--- src/rtl/floating_point_adder_if.sv ---
// Operand/result bundle for floating_point_adder.
//   in_valid  : A/B valid this cycle (master -> slave)
//   A, B      : binary32 operands (master -> slave)
//   result    : registered binary32 sum (slave -> master)
//   out_valid : result updated on the last clock edge (slave -> master)
interface floating_point_adder_if;
  logic        in_valid;
  logic [31:0] A;
  logic [31:0] B;
  logic [31:0] result;
  logic        out_valid;

  modport master (
    output in_valid, A, B,
    input  result, out_valid
  );

  modport slave (
    input  in_valid, A, B,
    output result, out_valid
  );
endinterface

--- src/rtl/floating_point_adder.sv ---
// Single-precision (binary32) adder, combinational datapath with a registered result.
// Latency one clock, throughput one per clock, no back-pressure.
//
// Ports:
//   clk   : rising-edge clock
//   rst_n : asynchronous active-low reset (result = 0, out_valid = 0)
//   bus   : floating_point_adder_if.slave (in_valid, A, B in; result, out_valid out)
//
// Configuration macro FPADD_ROUND_NEAREST_EN:
//   defined   : round to nearest, ties to even; overflow -> +/-inf
//   undefined : truncation toward zero; overflow saturates to +/-max finite
module floating_point_adder (
  input logic                   clk,
  input logic                   rst_n,
  floating_point_adder_if.slave bus
);

  localparam logic [31:0] QNan = 32'h7FC00000;

  function automatic logic [4:0] lzc27(input logic [26:0] v);
    lzc27 = 5'd27;
    for (int i = 0; i < 27; i++) begin
      if (v[i]) lzc27 = 5'(26 - i);
    end
  endfunction

  logic              a_nan, b_nan, a_inf, b_inf, a_zero, b_zero;
  logic              swap;
  logic [31:0]       l_op, s_op;
  logic [7:0]        l_exp, s_exp, exp_diff;
  logic [23:0]       l_man, s_man;
  logic [4:0]        shamt, lz;
  logic [50:0]       s_wide;
  logic [26:0]       s_aligned, norm_man;
  logic [27:0]       raw_sum;
  logic signed [9:0] norm_exp, fin_exp, lz_ext, lz_lim, lshift;
  logic              round_up;
  logic [24:0]       rnd_man;
  logic [23:0]       fin_man;
  logic [31:0]       arith_res, result_d, result_q;
  logic              out_valid_q;

  always_comb begin
    a_nan  = (bus.A[30:23] == 8'hFF) && (bus.A[22:0] != '0);
    b_nan  = (bus.B[30:23] == 8'hFF) && (bus.B[22:0] != '0);
    a_inf  = (bus.A[30:23] == 8'hFF) && (bus.A[22:0] == '0);
    b_inf  = (bus.B[30:23] == 8'hFF) && (bus.B[22:0] == '0);
    a_zero = (bus.A[30:0] == '0);
    b_zero = (bus.B[30:0] == '0);

    // {exp, frac} orders by magnitude, so a plain compare picks the larger operand.
    swap  = bus.B[30:0] > bus.A[30:0];
    l_op  = swap ? bus.B : bus.A;
    s_op  = swap ? bus.A : bus.B;
    l_exp = (l_op[30:23] == 8'd0) ? 8'd1 : l_op[30:23];
    s_exp = (s_op[30:23] == 8'd0) ? 8'd1 : s_op[30:23];
    l_man = {l_op[30:23] != 8'd0, l_op[22:0]};
    s_man = {s_op[30:23] != 8'd0, s_op[22:0]};

    exp_diff  = l_exp - s_exp;
    shamt     = (exp_diff > 8'd27) ? 5'd27 : exp_diff[4:0];
    // 27 spare low bits keep every shifted-out bit visible for the sticky OR.
    s_wide    = {s_man, 27'd0} >> shamt;
    s_aligned = {s_wide[50:25], |s_wide[24:0]};

    if (l_op[31] == s_op[31]) raw_sum = {1'b0, l_man, 3'b000} + {1'b0, s_aligned};
    else                      raw_sum = {1'b0, l_man, 3'b000} - {1'b0, s_aligned};

    norm_exp = signed'({2'b00, l_exp});
    lz       = lzc27(raw_sum[26:0]);
    lz_ext   = signed'({5'd0, lz});
    lz_lim   = norm_exp - 10'sd1;
    lshift   = '0;
    if (raw_sum[27]) begin
      norm_man = {raw_sum[27:2], raw_sum[1] | raw_sum[0]};
      norm_exp = norm_exp + 10'sd1;
    end else begin
      // Left shift stops at effective exponent 1; anything left unnormalised is subnormal.
      lshift   = (lz_ext < lz_lim) ? lz_ext : lz_lim;
      norm_man = raw_sum[26:0] << lshift;
      norm_exp = norm_exp - lshift;
    end

`ifdef FPADD_ROUND_NEAREST_EN
    round_up = norm_man[2] & (norm_man[1] | norm_man[0] | norm_man[3]);
`else
    round_up = 1'b0;
`endif
    rnd_man = {1'b0, norm_man[26:3]} + {24'd0, round_up};
    if (rnd_man[24]) begin
      fin_man = rnd_man[24:1];
      fin_exp = norm_exp + 10'sd1;
    end else begin
      fin_man = rnd_man[23:0];
      fin_exp = norm_exp;
    end

    if (raw_sum == '0) begin
      arith_res = 32'h00000000;
    end else if (fin_exp >= 10'sd255) begin
`ifdef FPADD_ROUND_NEAREST_EN
      arith_res = {l_op[31], 8'hFF, 23'd0};
`else
      arith_res = {l_op[31], 8'hFE, 23'h7FFFFF};
`endif
    end else begin
      // A clear hidden bit after normalisation means exponent field 0.
      arith_res = {l_op[31], fin_man[23] ? fin_exp[7:0] : 8'd0, fin_man[22:0]};
    end

    if (a_nan || b_nan)                           result_d = QNan;
    else if (a_inf && b_inf && bus.A[31] != bus.B[31]) result_d = QNan;
    else if (a_inf)                               result_d = bus.A;
    else if (b_inf)                               result_d = bus.B;
    else if (a_zero && b_zero)                    result_d = {bus.A[31] & bus.B[31], 31'd0};
    else                                          result_d = arith_res;
  end

`ifndef FPADD_ROUND_NEAREST_EN
  logic unused_grs;
  assign unused_grs = ^norm_man[2:0];
`endif

  always_ff @(posedge clk or negedge rst_n) begin
    if (!rst_n) begin
      result_q    <= 32'h00000000;
      out_valid_q <= 1'b0;
    end else begin
      out_valid_q <= bus.in_valid;
      if (bus.in_valid) result_q <= result_d;
    end
  end

  assign bus.result    = result_q;
  assign bus.out_valid = out_valid_q;

endmodule

--- src/flat_wrapper.sv ---
// flat-port wrapper written by rule: the top's interface ports become plain ports
module floating_point_adder_flat 
  (clk, rst_n, bus_in_valid, bus_A, bus_B, bus_result, bus_out_valid);
  floating_point_adder_if bus_i ();
  input logic clk;
  input logic rst_n;
  input wire logic [$bits(bus_i.in_valid)-1:0] bus_in_valid;
  input wire logic [$bits(bus_i.A)-1:0] bus_A;
  input wire logic [$bits(bus_i.B)-1:0] bus_B;
  output wire logic [$bits(bus_i.result)-1:0] bus_result;
  output wire logic [$bits(bus_i.out_valid)-1:0] bus_out_valid;
  assign bus_i.in_valid = bus_in_valid;
  assign bus_i.A = bus_A;
  assign bus_i.B = bus_B;
  assign bus_result = bus_i.result;
  assign bus_out_valid = bus_i.out_valid;
  floating_point_adder u_core (.clk(clk), .rst_n(rst_n), .bus(bus_i));
endmodule
--- config.mk ---
export PLATFORM = sky130hd
export DESIGN_NAME = floating_point_adder_flat
export DESIGN_NICKNAME = d
export VERILOG_FILES = /design/src/rtl/floating_point_adder_if.sv /design/src/rtl/floating_point_adder.sv /design/src/flat_wrapper.sv
export SDC_FILE = /design/constraint.sdc
export NUM_CORES = 1
export LEC_CHECK = 0
export CORE_MARGIN = 8
export CORE_UTILIZATION = 30
export DETAILED_ROUTE_END_ITERATION = 8
export GPL_TIMING_DRIVEN = 1
export PLACE_DENSITY = 0.5
export SYNTH_ARGS = -nofsm -noshare
export SYNTH_HDL_FRONTEND = slang
export SYNTH_SLANG_ARGS = --single-unit
--- constraint.sdc ---
create_clock -name clk -period 1.25 [get_ports clk]
set_input_delay 0.1875 -clock clk [delete_from_list [all_inputs] [get_ports clk]]
set_output_delay 0.1875 -clock clk [all_outputs]
set_load 0.03 [all_outputs]
# Yosys cells after proc, flatten, opt, wreduce, memory -nomap -nowiden
# Index checks and enable logic that the tools add are counted.
[word_totals]
elab_cells = 84
in_bits = 67
out_inout_bits = 33
ff_bits = 33
[classes]
n_lt_le_gt_ge = 4
addsub = 6
n_eq_ne = 4
n_mux = 44
reduce_logical = 20
bitwise = 2
n_shift = 2
[ops]
columns = ["op", "n"]
rows = [
  ["32-bit two-way mux", 8],
  ["5-bit two-way mux", 17],
  ["31-bit logical NOT", 2],
  ["51-bit by 5-bit >> shifter with 51-bit output", 1],
  ["23-bit logical NOT", 2],
  ["23-bit nonzero test", 2],
  ["4-bit two-way mux", 8],
  ["31-bit > comparator", 1],
  ["31-bit two-way mux", 1],
  ["27-bit by 27-bit adder with 28-bit output", 1],
  ["28-bit logical NOT", 1],
  ["28-bit two-way mux", 1],
  ["27-bit by 27-bit subtractor with 28-bit output", 1],
  ["27-bit two-way mux", 1],
  ["27-bit by 10-bit left shift with 27-bit output", 1],
  ["25-bit OR reduction", 1],
  ["8-bit two-way mux", 3],
  ["10-bit two-way mux", 2],
  ["8-bit == test (second input constant)", 2],
  ["8-bit logical NOT", 2],
  ["8-bit nonzero test", 2],
  ["10-bit by 9-bit greater-or-equal comparator with 1-bit output (second input constant)", 1],
  ["6-bit by 10-bit less-than comparator with 1-bit output", 1],
  ["9-bit by 10-bit subtractor with 10-bit output", 1],
  ["other kinds (12)", 19],
]

# Depth between registers and ports, before layout
[depth]
ltp_word = 50
mapped_depth = 83

# Least setup slack after synthesis
# No wires, ideal clock.
[synth_timing]
kind = "input-to-reg"
startpoint = "input bus_A[29]"
endpoint = "register u_core.result_q[16], in the netlist u_core.bus.result[16]"
required_time_ps = 1096
setup_slack_ps = -14417
arrival_ps = 15512
stages = 74
path_buffers = 12
cell_sequence = "inv_1 ha_1 nand4_1 nor4_1 and3_1 mux2i_1 nor2_4 buf_2 buf_4 clkbuf_1 buf_1 a21oi_1 nand2_1 nor3_1 nand2_1 and2_1 clkbuf_1 ha_1 [... 38 more ...] a22oi_2 o21ai_2 nor2_4 inv_2 clkbuf_1 ha_1 fa_1 nor2b_1 o21ai_0 nand2b_1 and3_1 a211oi_1 mux2i_1 o22ai_1 and2_1 buf_2 nor2_1 a41oi_1"
[synth_between]
elab_chain_cells = 50
[synth_lines]
columns = ["item", "line_no", "text"]
rows = [
  ["start: declaration", "flat_wrapper.sv:8", "input wire logic [$bits(bus_i.A)-1:0] bus_A;"],
  ["31-bit > comparator", "floating_point_adder.sv:52", "swap = bus.B[30:0] > bus.A[30:0];"],
  ["32-bit two-way mux, on equally long branches", "floating_point_adder.sv:53, floating_point_adder.sv:54", ""],
  ["8-bit logical NOT, on equally long branches", "floating_point_adder.sv:55, floating_point_adder.sv:56", ""],
  ["8-bit two-way mux, on equally long branches", "floating_point_adder.sv:55, floating_point_adder.sv:56", ""],
  ["8-bit subtractor", "floating_point_adder.sv:60", "exp_diff = l_exp - s_exp;"],
  ["8-bit by 5-bit > comparator with 1-bit output", "floating_point_adder.sv:61", "shamt = (exp_diff > 8'd27) ? 5'd27 : exp_diff[4:0];"],
  ["5-bit two-way mux", "floating_point_adder.sv:61", ""],
  ["51-bit by 5-bit >> shifter with 51-bit output", "floating_point_adder.sv:63", "s_wide = {s_man, 27'd0} >> shamt;"],
  ["[... 34 more ...]", "-", ""],
  ["10-bit by 9-bit greater-or-equal comparator with 1-bit output", "floating_point_adder.sv:100", "end else if (fin_exp >= 10'sd255) begin"],
  ["31-bit two-way mux", "floating_point_adder.sv:100", ""],
  ["32-bit two-way mux", "floating_point_adder.sv:98", "if (raw_sum == '0) begin"],
  ["32-bit two-way mux", "floating_point_adder.sv:115", "else if (a_zero && b_zero) result_d = {bus.A[31] & bus.B[31], 31'd0};"],
  ["32-bit two-way mux", "floating_point_adder.sv:114", "else if (b_inf) result_d = bus.B;"],
  ["32-bit two-way mux", "floating_point_adder.sv:113", "else if (a_inf) result_d = bus.A;"],
  ["32-bit two-way mux", "floating_point_adder.sv:112", "else if (a_inf && b_inf && bus.A[31] != bus.B[31]) result_d = QNan;"],
  ["32-bit two-way mux (*)", "floating_point_adder.sv:111", "if (a_nan || b_nan) result_d = QNan;"],
  ["end signal: assignment", "floating_point_adder.sv:130", "if (bus.in_valid) result_q <= result_d;"],
  ["end: declaration", "floating_point_adder.sv:40", "logic [31:0] arith_res, result_d, result_q;"],
]
# Every way passes the cells marked *; elsewhere a longest branch is shown, timed or not.
# A chain may end at the register's enable or synchronous reset.

# Final worst setup path
[layout_timing]
startpoint = "input bus_B[16]"
endpoint = "register u_core.result_q[24], in the netlist u_core.bus.result[24]"
[layout_between]
elab_chain_cells = 50
[layout_lines]
columns = ["item", "line_no", "text"]
rows = [
  ["start: declaration", "flat_wrapper.sv:9", "input wire logic [$bits(bus_i.B)-1:0] bus_B;"],
  ["31-bit > comparator", "floating_point_adder.sv:52", ""],
  ["32-bit two-way mux, on equally long branches", "floating_point_adder.sv:53, floating_point_adder.sv:54", ""],
  ["8-bit logical NOT, on equally long branches", "floating_point_adder.sv:55, floating_point_adder.sv:56", ""],
  ["8-bit two-way mux, on equally long branches", "floating_point_adder.sv:55, floating_point_adder.sv:56", ""],
  ["8-bit subtractor", "floating_point_adder.sv:60", ""],
  ["8-bit by 5-bit > comparator with 1-bit output", "floating_point_adder.sv:61", ""],
  ["5-bit two-way mux", "floating_point_adder.sv:61", ""],
  ["51-bit by 5-bit >> shifter with 51-bit output", "floating_point_adder.sv:63", ""],
  ["[... 34 more ...]", "-", ""],
  ["10-bit by 9-bit greater-or-equal comparator with 1-bit output / 8-bit two-way mux (equally long branches)", "floating_point_adder.sv:100, floating_point_adder.sv:108", ""],
  ["31-bit two-way mux", "floating_point_adder.sv:100", ""],
  ["32-bit two-way mux", "floating_point_adder.sv:98", ""],
  ["32-bit two-way mux", "floating_point_adder.sv:115", ""],
  ["32-bit two-way mux", "floating_point_adder.sv:114", ""],
  ["32-bit two-way mux", "floating_point_adder.sv:113", ""],
  ["32-bit two-way mux", "floating_point_adder.sv:112", ""],
  ["32-bit two-way mux (*)", "floating_point_adder.sv:111", ""],
]
# Marked as above.

==> flow_summary_export.csv <==
group,metric,value,unit
run_status,violations,"negative setup slack",
clock_network,cts-htree-levels,2,
timing,rsz0062_at_grt,"true",
synthesis,ys_seq_elements,33,
timing,finalSetupViolations,32,
detailed_routing,postRouteWirelength,72.1,mm
clock_network,clk_pin_slew,0.06,ns
global_routing,overflow,0,
timing,timing.hold.ws,0.272,ns
synthesis,synth_cell_type_count,112,
run_status,status,"finished, violations left",
timing,clock_skew,0,ns
layout,final_cell_mix,"buf_4 (906), nand2_1 (173), nor2_1 (166), a21oi_1 (145), o21ai_0 (115)",
clock_network,clkSinkCount,33,
placement,dp_hpwl,59.7,mm
clock_network,root_buffer,"clkbuf_16",
critical_path,required,1.45,ns
layout,syn2layout_area_growth,76.5,%
critical_path,worstPathArrival,13.81,ns
detailed_routing,drc,0,
die,dieArea,49800,sq um
timing,fmax,0.0735,GHz
timing,slew_headroom,36.5,%
timing,tightestPinTransition,0.952,ns
die,core_area,42700,sq um
die,pin_count,100,
synthesis,seq_area_frac_synth,6.41,%
layout,antenna_cells,0,
min_path,hp-class,"primary input to async pin",
critical_path,cpMostUsedCell,"buf_4",
die,fp.dieW,223,um
die,die_h,223,um
critical_path,cp-end-kind,"flip-flop",
critical_path,crit_path_max_fanout,7,
clock_network,clk_latency,0.28,ns
detailed_routing,drtIter0Drc,1703,
synthesis,ys.warnings.count,0,
placement,place_ws,-13.48,ns
synthesis,synth_ff_type,"dfrtp_1",
pwr,irDropWorstVdd,1.00,mV
critical_path,start_kind,"primary input",
pwr,p_leak,10.4,nW
pwr,p_per_area,1680,nW/um^2
global_routing,grt_usage,27.4,%
layout,fin_nets,2993,
critical_path,critPathKind,"primary input to flip-flop",
detailed_routing,first_pass_iters,5,
die,start_util,30.2,%
global_routing,grt_max_degree,81,
clock_network,cts_buffer_depth,2,
detailed_routing,viasPerCell,5.72,
critical_path,critical-path-slowest-cell,"or4b_4",
detailed_routing,vias,19300,
layout,final_common_cell,"buf_4",
clock_network,cts-hold-fix-buffers,0,
placement,gp_congestion,0.977,
global_routing,grt_pass1_wl,111,mm
placement,port_buffers,99,
timing,setup_ws,-12.36,ns
detailed_routing,routedWlPerCell,21.4,um
critical_path,cp_slowest_stage_delay,0.57,ns
global_routing,grt_antenna_before_repair,0,
synthesis,synthesis.nets,2102,
layout,drive_gt1_share,45.4,%
clock_network,cts_inserted_buffers,5,
layout,utilization,53.2,%
die,rows,76,
global_routing,grt_pass1_vias,19000,
synthesis,async_reset_ff_share,100,%
synthesis,syn_area,12900,sq um
timing,hold_viol_final,0,
timing,fin_tns_setup,-389.93,ns
job,cap_violations,0,
synthesis,synth_edf_count,0,
synthesis,syn_avg_cell_area,6.68,sq um
pwr,p_total,38.1,mW
detailed_routing,ant_nets,0,
synthesis,syn_inst,1929,
timing,layout_min_cycle_time,13.61,ns
clock_network,cts_tree,"done",
timing,fin_crit_sh,1090,%
timing,drv_slew,0,
[sequential cells by signal, summed over array words and instances, names as in the netlist]
signal and count:
u_core.bus.out_valid 1, u_core.bus.result 32
[synth_stat cells, drive strengths merged, types with 12 or more instances]
library cell    n  area, sq um
dfrtp          33          826
a221oi         22          229
or2            13         81.3
mux2i          36          360
nor3           88          477
o32ai          19          181
or3            20          125
nand2         180          678
nor2          177          679
and2           19          121
ha            103         1290
and3           22          138
o31ai          15          131
clkbuf         81          304
nand2b         17          106
nand3          58          300
nand4          32          200
xnor2          30          263
o22ai          13         81.3
a31oi          33          213
o21ai         142          718
a211oi         54          405
inv           113          424
o211ai         25          198
o21bai         16          120
o21a           12         91.3
xor2           14          123
buf            49          278
a21oi         175          902
nor4           41          290
a2111oi        23          267
a21o           26          195
a32oi          17          149
[metal layers]
layer	part of all wire, %	global-route usage [%]
met1	45	36.8
met2	47	45.6
met3	5.8	3.55
met4	2.8	7.37
met5	0	0
[worst max-delay path: cells and delay by family]
kind,cells,cell delay (ns)
AOI/OAI and AO/OA,27,5.49
xor gates and xnor gates,3,0.39
and+or+nand+nor,18,3.22
buffers and inverters,16,2.13
adders and majority gates,9,2.34
[kinds of logic (layout without fill, tap and decap cells)]
kind of cell	Yosys count	in the layout	share of synthesized area [%]
AO/OA/AOI/OAI	749	749	41.3
XOR/XNOR	44	44	2.99
adder cells (fa/ha/maj)	106	106	10.5
buffers and inverters	245	1136	7.87
flip-flops	33	33	6.41
multiplexers	42	42	3.50
AND/OR/NAND/NOR	710	711	27.5
[what timing repair did]
action,CTS,global route
setup buffers,37,34
cloned,3,1
pin swaps,63,82
setup endpoints to repair,33,32
resized for setup,174,187
[metrics by stage]
step | area (sq um) | std cells
floorplan | 13400 | 1929
global placement | 20800 | 3285
detailed placement | 20800 | 3285
CTS | 22000 | 3333
global route | 22700 | 3367
finish | 22700 | 3367
[power by group]
group	switching [mW]	internal, mW	total [mW]
clock	0.482	0.844	1.33
sequential	0.428	1.59	2.01
combinational	18.2	16.6	34.8
total	19.1	19.0	38.1
[path summary, 6_finish.rpt]
kind,startpoint,end,slack (ns),depth (start not counted)
min reg2reg,u_core.bus.result[5]$_DFFE_PN0P_,u_core.bus.result[5]$_DFFE_PN0P_,0.49,1
max reg2reg,u_core.bus.result[21]$_DFFE_PN0P_,u_core.bus.result[21]$_DFFE_PN0P_,0.08,3
min in group clk,u_core.bus.result[5]$_DFFE_PN0P_,u_core.bus.result[5]$_DFFE_PN0P_,0.49,1
max,bus_B[16],u_core.bus.result[24]$_DFFE_PN0P_,-12.36,73
max in group asynchronous,rst_n,u_core.bus.result[17]$_DFFE_PN0P_,0.79,2
min,rst_n,u_core.bus.result[18]$_DFFE_PN0P_,0.27,2
[cell type report]
type                            count  area [sq um]
Fill cell                        4184         20000
Multi-Input combinational cell   1652         12500
Timing Repair Buffer             1013          8120
Tap cell                          546           683
Inverter                          115           439
Sequential cell                    33           826
Clock buffer                        7           153
Clock inverter                      1          5.00
Note: power is estimated with default switching activity, not from simulation.
